**src/rtl/mips_pkg.sv**
```systemverilog
// Shared definitions for the MIPS front end: instruction/PC constants and
// the fetch state encoding.
package mips_pkg;

    localparam int          PC_W    = 32;
    localparam logic [31:0] NOP_INS = 32'h0000_0000;

    typedef enum logic [1:0] {
        FILL = 2'd0,
        RUN  = 2'd1,
        HALT = 2'd2
    } fetch_state_t;

    // Jump/branch targets are word addresses; the low two bits never reach the PC.
    function automatic logic [PC_W-1:0] word_align(input logic [PC_W-1:0] addr);
        return addr & ~32'h0000_0003;
    endfunction

endpackage

```
**src/rtl/if_fetch_unit_if.sv**
```systemverilog
// Instruction-memory bus between the fetch unit (master) and a synchronous
// ROM (slave) that returns data one cycle after the address is presented.
interface if_fetch_unit_if #(
    parameter int ADDR_W = 10
) ();
    logic [ADDR_W-1:0] imem_addr;
    logic [31:0]       imem_rdata;

    modport master (output imem_addr, input  imem_rdata);
    modport slave  (input  imem_addr, output imem_rdata);
endinterface

```
**src/rtl/if_fetch_unit_next_pc.sv**
```systemverilog
// Next fetch-PC selection: sequential +4, redirect target, or hold.
module if_next_pc
    import mips_pkg::*;
(
    input  fetch_state_t      state,
    input  logic [PC_W-1:0]   fpc,
    input  logic              stall,
    input  logic              redirect,
    input  logic              halt,
    input  logic [PC_W-1:0]   target,
    output logic [PC_W-1:0]   fpc_next
);

    always_comb begin
        fpc_next = fpc;
        if (state != HALT) begin
            // A halt still lets fpc step past the current fetch so a resume
            // restarts at the instruction following it (or at the redirect target).
            if (halt) begin
                fpc_next = redirect ? word_align(target) : fpc + 32'd4;
            end else if (redirect) begin
                fpc_next = word_align(target);
            end else if (state == FILL || !stall) begin
                fpc_next = fpc + 32'd4;
            end
        end
    end

endmodule

```
**src/rtl/if_fetch_unit.sv**
```systemverilog
// Instruction-fetch stage: owns the PC, drives a 1-cycle-latency ROM and
// applies stall, redirect/kill and halt/resume controls toward ID.
module if_fetch_unit
    import mips_pkg::*;
#(
    parameter logic [31:0] PC_RESET = 32'h0000_0000,
    parameter int          ADDR_W   = 10,
    parameter int          CNT_W    = 32
) (
    input  logic                 clk,
    input  logic                 rst_n,
    input  logic                 stall_i,
    input  logic                 redirect_i,
    input  logic [31:0]          redirect_target_i,
    input  logic                 halt_i,
    input  logic                 resume_i,
    if_fetch_unit_if.master      imem,
    output logic [31:0]          ins_o,
    output logic [31:0]          pc_o,
    output logic [31:0]          pc4_o,
    output logic                 ins_valid_o,
    output logic                 halted_o,
    output logic [CNT_W-1:0]     fetch_cnt_o
);

    fetch_state_t      state;
    logic [PC_W-1:0]   fpc;
    logic [PC_W-1:0]   fpc_next;
    logic [PC_W-1:0]   pc_d1;
    logic              inflight;
    logic              halted_q;
    logic [CNT_W-1:0]  fetch_cnt;
    logic              use_buf;
    logic [31:0]       ins_buf;
    logic [31:0]       ins_sel;
    logic              hold;
    logic              accept;

    if_next_pc u_next_pc (
        .state    (state),
        .fpc      (fpc),
        .stall    (stall_i),
        .redirect (redirect_i),
        .halt     (halt_i),
        .target   (redirect_target_i),
        .fpc_next (fpc_next)
    );

    // Only a RUN-state stall with no higher-priority event freezes the stage.
    assign hold   = (state == RUN) && stall_i && !redirect_i && !halt_i;
    assign accept = inflight && !stall_i && !redirect_i && !halt_i;

    always_ff @(posedge clk) begin
        if (!rst_n) begin
            state     <= FILL;
            fpc       <= PC_RESET;
            pc_d1     <= PC_RESET;
            inflight  <= 1'b0;
            halted_q  <= 1'b0;
            fetch_cnt <= '0;
            use_buf   <= 1'b0;
        end else begin
            fpc     <= fpc_next;
            use_buf <= hold;
            if (accept) fetch_cnt <= fetch_cnt + CNT_W'(1);
            unique case (state)
                HALT: begin
                    if (resume_i) begin
                        state    <= FILL;
                        halted_q <= 1'b0;
                    end
                end
                default: begin
                    if (halt_i) begin
                        state    <= HALT;
                        halted_q <= 1'b1;
                        inflight <= 1'b0;
                    end else if (redirect_i) begin
                        state    <= RUN;
                        inflight <= 1'b0;
                    end else if (!hold) begin
                        state    <= RUN;
                        inflight <= 1'b1;
                        pc_d1    <= fpc;
                    end
                end
            endcase
        end
    end

    // The ROM keeps reading fpc while stalled, so the word shown to ID is
    // parked here for the duration of the stall.
    always_ff @(posedge clk) begin
        if (hold) ins_buf <= ins_sel;
    end

    assign ins_sel        = use_buf ? ins_buf : imem.imem_rdata;
    assign ins_o          = inflight ? ins_sel : NOP_INS;
    assign ins_valid_o    = inflight;
    assign pc_o           = pc_d1;
    assign pc4_o          = pc_d1 + 32'd4;
    assign halted_o       = halted_q;
    assign fetch_cnt_o    = fetch_cnt;
    assign imem.imem_addr = fpc[ADDR_W+1:2];

endmodule

```
**src/flat_wrapper.sv**
```systemverilog
// flat-port wrapper written by rule: the top's interface ports become plain ports
module if_fetch_unit_flat import mips_pkg::*;
#(
    parameter logic [31:0] PC_RESET = 32'h0000_0000,
    parameter int          ADDR_W   = 10,
    parameter int          CNT_W    = 32
)
  (clk, rst_n, stall_i, redirect_i, redirect_target_i, halt_i, resume_i, ins_o, pc_o, pc4_o, ins_valid_o, halted_o, fetch_cnt_o, imem_imem_addr, imem_imem_rdata);
  if_fetch_unit_if #(.ADDR_W(ADDR_W)) imem_i ();
  input  logic clk;
  input  logic rst_n;
  input  logic stall_i;
  input  logic redirect_i;
  input  logic [31:0] redirect_target_i;
  input  logic halt_i;
  input  logic resume_i;
  output logic [31:0] ins_o;
  output logic [31:0] pc_o;
  output logic [31:0] pc4_o;
  output logic ins_valid_o;
  output logic halted_o;
  output logic [CNT_W-1:0] fetch_cnt_o;
  output wire logic [$bits(imem_i.imem_addr)-1:0] imem_imem_addr;
  input wire logic [$bits(imem_i.imem_rdata)-1:0] imem_imem_rdata;
  assign imem_imem_addr = imem_i.imem_addr;
  assign imem_i.imem_rdata = imem_imem_rdata;
  if_fetch_unit #(.PC_RESET(PC_RESET), .ADDR_W(ADDR_W), .CNT_W(CNT_W)) u_core (.clk(clk), .rst_n(rst_n), .stall_i(stall_i), .redirect_i(redirect_i), .redirect_target_i(redirect_target_i), .halt_i(halt_i), .resume_i(resume_i), .imem(imem_i), .ins_o(ins_o), .pc_o(pc_o), .pc4_o(pc4_o), .ins_valid_o(ins_valid_o), .halted_o(halted_o), .fetch_cnt_o(fetch_cnt_o));
endmodule
```
**config.mk**
```make
export PLATFORM = sky130hd
export DESIGN_NAME = if_fetch_unit_flat
export DESIGN_NICKNAME = d
export VERILOG_FILES = /design/src/rtl/mips_pkg.sv /design/src/rtl/if_fetch_unit_if.sv /design/src/rtl/if_fetch_unit_next_pc.sv /design/src/rtl/if_fetch_unit.sv /design/src/flat_wrapper.sv
export SDC_FILE = /design/constraint.sdc
export NUM_CORES = 1
export LEC_CHECK = 0
export BUFFER_PORTS_ARGS = -buffer_cell sky130_fd_sc_hd__buf_4
export CAP_MARGIN = 30
export CORE_ASPECT_RATIO = 1.2
export CORE_UTILIZATION = 55
export CTS_BUF_LIST = sky130_fd_sc_hd__clkbuf_4
export DETAILED_ROUTE_END_ITERATION = 16
export PLACE_DENSITY_LB_ADDON = 0.2
export SLEW_MARGIN = 20
export SYNTH_ARGS = -nofsm -noshare
export SYNTH_HDL_FRONTEND = slang
export SYNTH_SLANG_ARGS = --single-unit
```
**constraint.sdc**
```tcl
create_clock -name clk -period 10.25 [get_ports clk]
set_clock_uncertainty 0.2 [all_clocks]
set_input_delay 2.05 -clock clk [delete_from_list [all_inputs] [get_ports clk]]
set_output_delay 2.05 -clock clk [all_outputs]
set_load 0.05 [all_outputs]
```
==> Word-level counts from Yosys, hierarchy flattened <==
Index checks and enable logic that the tools add are counted.
{ "word_totals": {"ff_bits": 133, "input_bits": 70} }
{ "classes": {"add_sub_neg": 3, "eq_ne": 6, "mux": 17, "n_bitwise": 4, "reduce_logical": 18} }
{ "op_table": {"columns": ["operator", "count"], "rows": [
  ["$mux 32", 6],
  ["$add 32x3->32 const B", 2],
  ["$add 32x1->32 const B", 1],
  ["$mux 2", 5],
  ["$reduce_and 2->1", 4],
  ["$logic_and 1x1->1", 6],
  ["$mux 1", 6],
  ["$ne 2x2->1 const B", 2],
  ["$ne 4x4->1 const B", 1],
  ["$not 1->1", 4],
  ["$reduce_and 4->1", 1],
  ["$logic_not 1->1", 3],
  ["$ne 3x3->1 const B", 1],
  ["$reduce_bool 3->1", 1],
  ["$eq 2x1->1 const B", 1],
  ["$eq 2x2->1 const B", 1],
  ["$logic_not 2->1", 1],
  ["$reduce_bool 2->1", 1],
  ["$logic_or 1x1->1", 1]
]} }

==> Depth between registers and ports, before layout <==
Gate-level depths: netlist of run 1.
{ "logic_depth": {"depth_word": 8, "ltp_mapped": 7, "depth_no_buf": 6} }

==> Modules after synthesis <==
A second synthesis of run 1 with hierarchy kept.
{ "hier_totals": {"hier_cells": 843, "area_unflattened_um2": 7255.7} }
{ "by_module_without_submodules": {"columns": ["mod", "n_inst", "cells_per_inst", "area_per_inst_um2"], "rows": [
  ["if_fetch_unit", 1, 610, 5913.2],
  ["if_next_pc", 1, 233, 1342.5]
]} }

==> Worst setup path after synthesis of run 1 <==
No wires, ideal clock.
{ "synth_path": {"path_type": "input to register", "startpoint": "in redirect_i", "endpoint": "reg u_core.ins_buf[0], enable pin", "arrival_ns": 5.569, "t_required_ns": 9.546, "slack_ns": 3.978, "path_stages": 3, "path_cell_list": "buf_4 > clkbuf_1 > nor4_1"} }
{ "synth_via": {"elab_chain_cells": 3} }
{ "synth_lines": {"columns": ["element", "line", "source"], "rows": [
  ["start: declaration", "flat_wrapper.sv:13", "input logic redirect_i;"],
  ["$logic_not 1->1", "if_fetch_unit.sv:50", "assign hold = (state == RUN) && stall_i && !redirect_i && !halt_i;"],
  ["$logic_and 1x1->1 (2 in series)", "if_fetch_unit.sv:50", null],
  ["net u_core.hold", "if_fetch_unit.sv:36", "logic hold;"],
  ["end signal: assignment", "if_fetch_unit.sv:94", "if (hold) ins_buf <= ins_sel;"],
  ["end: declaration", "if_fetch_unit.sv:34", "logic [31:0] ins_buf;"]
]} }
The timed path passes the listed nets, and every way through them passes these cells.
A chain may end at the register's enable or synchronous reset.

==> Worst setup path after layout of run 1 <==
{ "layout_path": {"startpoint": "reg u_core.pc_d1[4] (netlist: u_core.pc_o[4])", "endpoint": "out pc4_o[18]"} }
{ "layout_via": {"elab_chain_cells": 1} }
{ "layout_lines": {"columns": ["element", "line", "source"], "rows": [
  ["start: declaration", "if_fetch_unit.sv:29", "logic [PC_W-1:0] pc_d1;"],
  ["start signal: assignment", "if_fetch_unit.sv:84", "pc_d1 <= fpc;"],
  ["$add 32x3->32", "if_fetch_unit.sv:101", "assign pc4_o = pc_d1 + 32'd4;"],
  ["end: declaration", "flat_wrapper.sv:19", "output logic [31:0] pc4_o;"]
]} }
Every way passes these cells.

==> results of run 1 <==
## cells by family after synthesis
kind of cell / Yosys count
other cells: 1
buf+inv: 76
flops: 129
simple gates: 339
xor+xnor: 52
fa+ha+maj: 3
compound gates: 137
mux: 38
## sequential cells by signal, indices dropped and copies added (netlist names)
name                count
u_core.fetch_cnt_o     32
u_core.pc_o            30
u_core.state            2
u_core.ins_valid_o      1
u_core.ins_buf         32
u_core.fpc             30
u_core.halted_o         1
u_core.use_buf          1
## tightest hold or removal path: cells and delay by family, from the launching register on
| family | cells | cell delay (ps) |
|---|---|---|
| flip-flops | 1 | 350 |
| AND/OR/NAND/NOR | 1 | 60 |
| AO/OA/AOI/OAI | 1 | 50 |
## layer usage
layer	vias up	GRT usage, %	part of all wire (%)
met5	-	0	0
met4	0	14.3	3.1
met3	39	5.67	6.8
met2	274	47.7	51
met1	3014	32.8	39
li1	3127	-	-
## per-stage QoR
stage | cells | power (W)
floorplan | 778 | 0.000697
global placement | 1084 | 0.000751
detailed placement | 1086 | 0.000760
CTS | 1118 | 0.00107
global route | 1121 | 0.00112
finish | 1121 | 0.00107
## layout by cell type, fill, tap and decap left out, drive strengths merged, types with 4 or more instances in the layout
master,netlist,routed
buf,19,212
nand2,101,101
dfxtp,97,97
a21oi,55,55
nor2,53,53
and2,42,42
xnor2,36,36
mux2,33,33
edfxtp,32,32
nand3,31,31
nand4,26,26
o21ai,24,24
clkbuf,43,19
inv,14,17
nor3,16,16
xor2,16,16
and3,14,14
nor4,14,14
and4,12,12
or3,12,12
a31oi,9,9
o221a,7,7
a211oi,7,7
clkinv,0,7
o211ai,5,5
nand2b,5,5
mux2i,5,5
or4,4,4
nor2b,4,4
a32oi,4,4
conb,1,4
## worst paths after layout
| check | to | depth (start not counted) | start | slack, ps |
|---|---|---|---|---|
| setup / recovery | pc4_o[18] | 6 | u_core.pc_o[4]$_SDFFE_PN0P_ | 5150 |
| hold / removal | u_core.pc_o[12]$_SDFFE_PN0P_ | 2 | u_core.fpc[12]$_SDFFE_PN0P_ | 290 |
| setup reg to reg | u_core.fpc[22]$_SDFFE_PN0P_ | 5 | u_core.fpc[11]$_SDFFE_PN0P_ | 7530 |
| hold reg to reg | u_core.pc_o[12]$_SDFFE_PN0P_ | 2 | u_core.fpc[12]$_SDFFE_PN0P_ | 290 |
## area by class of cell
type | count | area [um2]
Tap cell | 161 | 201
Clock inverter | 13 | 114
Clock buffer | 19 | 143
Multi-Input combinational cell | 573 | 3580
Inverter | 14 | 52.6
Sequential cell | 129 | 2900
Timing Repair Buffer | 212 | 1640
Fill cell | 946 | 3420
## report_power, final
part / switching (W) / total, W / internal, W
Sequential: 0.0000217 / 0.000558 / 0.000536
Combinational: 0.000123 / 0.000195 / 0.0000714
Clock: 0.000195 / 0.000321 / 0.000126
Total: 0.000340 / 0.00107 / 0.000733
==> implementation parameters, run 1 <==
Parameter                              Value

Synth
  Yosys warns    0
  Share of the synthesized area in the top cell type    28.6%
  Synthesized-area fraction occupied by ao, oa, aoi and oai cells    between 10% and 20%
  Most frequent cell after synthesis    nand2_1
  Main combinational cell family by area after synthesis    simple AND/OR/NAND/NOR gates
  Netlist cell types    56
  Adder-Cell Fraction of Synth Area    0.552%
  Library cell with the largest summed area after synthesis    dfxtp_1
  EDFF count, synth    32
  Asr flop ratio synth    0%
  Part of the Yosys area used for sequential elements    a little over two fifths
  Synth Cell Area    0.00680 mm2
  Register bit total from synthesis    about 130
  Leading cell types by count after synthesis    nand2_1 (101), dfxtp_1 (97), a21oi_1 (55), nor2_1 (53), clkbuf_1 (43)
  Post-synthesis cell count    775
  Mux contribution to synthesized area    6.20%
  XOR/XNOR share of the synthesized area    about 6.7%
  Ys flop type    dfxtp_1
  Simple-Gate Fraction of Synth Area    25.8%
  Largest cells by area after synthesis    dfxtp_1 (29%), edfxtp_1 (14%), nand2_1 (5.6%)
  Syn avg cell area    8.77 um2

Setup path
  Count of buffering cells on the critical path with inverters included    1
  Critical path's most frequent cell    and4_1
  Data arrival time of the critical path    2850 ps
  Crit-path max FO    8
  Cell family contributing the most delay on the critical path    simple AND/OR/NAND/NOR gates
  Crit. End Element    output pin
  Cell at the slowest stage of the critical path    nor2_1
  Crit path launch type    flip-flop
  Delay contributed by the slowest stage of the critical path    around 500 ps
  Cells traversed along the worst timing path    and4_1, nand4_1, nor2_1, and4_1, xor2_1, buf_4
  Type of the worst setup path    reg2out
  Critical path data required time    8000 ps

STA
  Final worst path period share    49.7%
  Post-route worst hold slack    287 ps
  Total count of max-transition violations in the final report    0
  Final setup violation count    0
  Shortest period the worst path allows    5100 ps
  F_max    roughly 200 MHz
  Actual slew at the worst max-slew pin    approximately 650 ps
  Number of hold-slack violations in the final timing report    0
  Final WS setup    5150 ps
  Unrepaired setup endpoints after global routing    false
  Total Neg Setup Slack    0 ps
  Relative slew slack    between 50 and 60%

Finish
  Number of nets in the layout    1,020
  Share of layout cells above drive strength 1    30.4%
  Final core utilization    71.6%
  Relative area change from synthesis to final layout    27.1%
  Summed area of non-filler cells in the final layout    0.00864 mm2
  Diodes inserted    0

Drt
  Number of detailed-route iterations in the first pass    5
  Total detailed-routing wirelength    18,100 um
  Detailed Route Iter0 Violations    349
  Remaining DRCs    0
  Antenna violation net count after detailed routing    0
  Routed WL per cell    16.1 um
  Via count    6,454
  Number of vias per cell    roughly 5.8

GRT
  Pin count of the biggest net entering global routing    56
  Number of global-route vias before repair    5,936
  Combined global-route utilization of all metal layers    27.9%
  Wire length of the first global-routing pass    27,900 um
  Number of antenna violations at the first check in global routing    0
  Leftover overflow at the end of global routing    0

Floorplanning
  Height of the die    between 100 and 150 um
  Row count    44
  Full die area    between 0.01 and 0.015 mm2
  Floorplan die width    just over 100 um
  Initial standard-cell utilization of the core    56.4%
  Area of the core region    between 0.01 and 0.015 mm2
  I/O Pins    210

CTS
  Clock slew at reported path FFs    about 120 ps
  H-tree level count    4
  TritonCTS clock tree    yes
  Number of gates resized after CTS    0
  Hold buffer count at cts    0
  Number of clock buffers inserted by TritonCTS    17
  Clk sink count    129
  Maximum number of buffers from clock root to sink    2
  Post-CTS setup buffer count    0
  Clock tree root buffer cell    clkbuf_4
  Latest clock arrival within the worst-skew pair    520 ps

Place
  Placed instance area    0.00832 mm2
  Total of buffers placed on input and output ports    203
  HPWL after detailed placement    roughly 13,000 um
  Setup WS pre-CTS    5210 ps
  Placer congestion estimate    0.892

Flow run
  Maximum capacitance violations    0

Pwr
  Worst vdd ir    0.0000716 V
  PD cells    124 mW/mm2
  Leakage dissipation    3.41 nW

Status
  Outcome    completed

Worst hold path
  Classification of the worst-slack hold path    reg2reg
(Power assumes the default switching activity.)
==> run 2, diff against run 1 <==
--- a/config.mk
+++ b/config.mk
@@ -8,7 +8,7 @@
 export BUFFER_PORTS_ARGS = -buffer_cell sky130_fd_sc_hd__buf_4
 export CAP_MARGIN = 30
 export CORE_ASPECT_RATIO = 1.2
-export CORE_UTILIZATION = 55
+export CORE_UTILIZATION = 53
 export CTS_BUF_LIST = sky130_fd_sc_hd__clkbuf_4
 export DETAILED_ROUTE_END_ITERATION = 16
 export PLACE_DENSITY_LB_ADDON = 0.2
==> constraint.sdc (replaced) <==
create_clock -name clk -period 5.33 [get_ports clk]
set_clock_uncertainty 0.2 [all_clocks]
set_input_delay 1.066 -clock clk [delete_from_list [all_inputs] [get_ports clk]]
set_output_delay 1.066 -clock clk [all_outputs]
set_load 0.05 [all_outputs]
==> run 2 against run 1 <==
Against the previous run:
- first-iteration DRC count is 20% higher
- die area rose by 3.7%
- utilization shrank 1.4 points
- sequential cell count unchanged
- global-route usage decreased by 1.3 points
- sequential share of layout area increased by 0.063 points
- final area down 0.19%
- final cell count barely moved
- sequential power is 92% higher
- wire length decreased by 1.7%
- via count down 0.43%
- hold slack improved by 6.7 ps
==> implementation parameters, run 2 (same netlist as run 1, synthesis figures left out) <==
Parameter                              Value

CTS
  Clk sink count    between 100 and 150
  Latest clock arrival within the worst-skew pair    520 ps
  Clock tree root buffer cell    clkbuf_4
  Number of clock buffers inserted by TritonCTS    17
  H-tree level count    4
  TritonCTS clock tree    yes
  Maximum number of buffers from clock root to sink    2
  Number of gates resized after CTS    0
  Post-CTS setup buffer count    0
  Hold buffer count at cts    0
  Clock slew at reported path FFs    100 ps

Place
  Placer congestion estimate    approximately 0.89
  Setup WS pre-CTS    roughly 1800 ps
  HPWL after detailed placement    12,800 um
  Total of buffers placed on input and output ports    203
  Placed cells    between 1,000 and 1,500

GRT
  Number of antenna violations at the first check in global routing    1
  Combined global-route utilization of all metal layers    between 20% and 30%
  Number of global-route vias before repair    5,880
  Wire length of the first global-routing pass    28,500 um
  Leftover overflow at the end of global routing    0
  Pin count of the biggest net entering global routing    56

Finish
  Highest-count cells in the layout ignoring fill and taps    buf_4 (207), nand2_1 (101), dfxtp_1 (97)
  Final core utilization    70.2%
  Share of layout cells above drive strength 1    30.1%
  Register Area    0.00290 mm2
  Relative area change from synthesis to final layout    26.8%
  Number of nets in the layout    1,020
  Count of fill cells added during filler insertion    roughly 930
  Most frequent standard cell in the layout excluding fill and tap cells    buf_4
  Multi-input logic area    0.00358 mm2
  Post-route insts no fill    roughly 1,100

STA
  Unrepaired setup endpoints after global routing    false
  Final WS setup    around 1300 ps
  Relative slew slack    37.6%
  Total count of max-transition violations in the final report    0
  Final worst path period share    75.7%
  Shortest period the worst path allows    4030 ps
  Total Neg Setup Slack    0 ps
  Number of hold-slack violations in the final timing report    0
  Actual slew at the worst max-slew pin    934 ps
  F_max    248 MHz
  Post-route worst hold slack    approximately 290 ps
  Final setup violation count    0

Setup path
  FF-to-FF End    u_core.fetch_cnt_o[22]$_SDFFE_PN0P_
  Worst reg2reg path depth    6
  Crit-path max FO    8
  Critical path destination    pc4_o[18]
  Data arrival time of the critical path    2770 ps
  Critical Path Start    u_core.pc_o[4]$_SDFFE_PN0P_
  Type of the worst setup path    reg2out
  Critical path data required time    4060 ps
  Crit. End Element    output pin
  Setup slack of the most critical reg-to-reg path    2430 ps
  Worst reg2reg startpoint    u_core.ins_valid_o$_SDFFE_PN0P_
  Crit path launch type    flip-flop

Drt
  Remaining DRCs    0
  Total detailed-routing wirelength    around 18,000 um
  Routed WL per cell    15.9 um
  Antenna violation net count after detailed routing    0
  Number of vias per cell    about 5.7
  Via count    6,426
  Detailed Route Iter0 Violations    roughly 420
  Number of detailed-route iterations in the first pass    6

Pwr
  Part of the total power dissipated in sequential elements    approximately 52%
  Internal Pwr Total    about 0.0015 W
  Leakage dissipation    3.40 nW
  PD cells    239 mW/mm2
  Switch Pwr    0.000605 W
  Clock network fraction of design power    29.9%
  Worst vdd ir    0.000145 V
  Combinational share of power    18.0%
  Sw frac    between 20 and 30%

Status
  Outcome    completed

Worst hold path
  Classification of the worst-slack hold path    reg2reg
  Hold path startpoint    u_core.fetch_cnt_o[31]$_SDFFE_PN0P_

Floorplanning
  Height of the die    approximately 130 um
  I/O Pins    210
  Floorplan die width    105 um
  Full die area    0.0133 mm2
  Initial standard-cell utilization of the core    55.4%
  Area of the core region    0.0123 mm2
  Row count    44

Flow run
  Maximum capacitance violations    0
run 2: cell count changes in the layout (fill, tap and decap cells not counted), sizes merged:
cell | before | now
clkbuf | 19 | 21
inv | 17 | 15
diode | 0 | 1
bufinv | 1 | 2
clkinvlp | 2 | 0
clkinv | 7 | 6
run 2: final cells by class:
class | count | area share (%)
clock inverter | 9 | 1.07
tap | 161 | 2.34
antenna | 1 | 0.0290
inverter | 14 | 0.609
multi-input combinational | 573 | 41.6
timing repair buffer | 212 | 18.9
clock buffer | 21 | 1.83
sequential | 129 | 33.7
run 2: worst min-delay path by stage:
| stage | to | slack (ps) | cells after the start |
|---|---|---|---|
| floorplan | u_core.pc_o[12]$_SDFFE_PN0P_ | 240 | 2 |
| global placement | u_core.fetch_cnt_o[31]$_SDFFE_PN0P_ | 260 | 2 |
| detailed placement | u_core.pc_o[12]$_SDFFE_PN0P_ | 270 | 2 |
| CTS | u_core.pc_o[12]$_SDFFE_PN0P_ | 290 | 2 |
| global route | u_core.fetch_cnt_o[31]$_SDFFE_PN0P_ | 310 | 2 |
| finish | u_core.fetch_cnt_o[31]$_SDFFE_PN0P_ | 290 | 2 |
run 2: worst max-delay path, stage by stage (launching register included):
cell,delay [ps]
dfxtp_1,450
and4_1,380
nand4_1,300
nor2_1,490
and4_1,270
xor2_1,150
buf_4,220
run 2: through the flow:
step	total power [W]	cell area, um2
floorplan	0.00134	6810
global placement	0.00144	8290
detailed placement	0.00146	8310
CTS	0.00207	8560
global route	0.00214	8620
finish	0.00206	8620
run 2: power groups by stage:
stage / Sequential, W / Clock [W] / Combinational (W)
floorplan: 0.00111 / 0 / 0.000232
CTS: 0.00107 / 0.000635 / 0.000362
finish: 0.00107 / 0.000617 / 0.000370
detailed placement: 0.00110 / 0 / 0.000361
global placement: 0.00109 / 0 / 0.000350
global route: 0.00108 / 0.000673 / 0.000393
run 2: metal layers:
layer	GRT usage (%)	up-vias	part of all wire, %
met2	45.8	296	50
met3	5.85	44	7.9
li1	-	3106	-
met1	31.8	2980	40
met4	11.5	0	2.6
met5	0	-	0
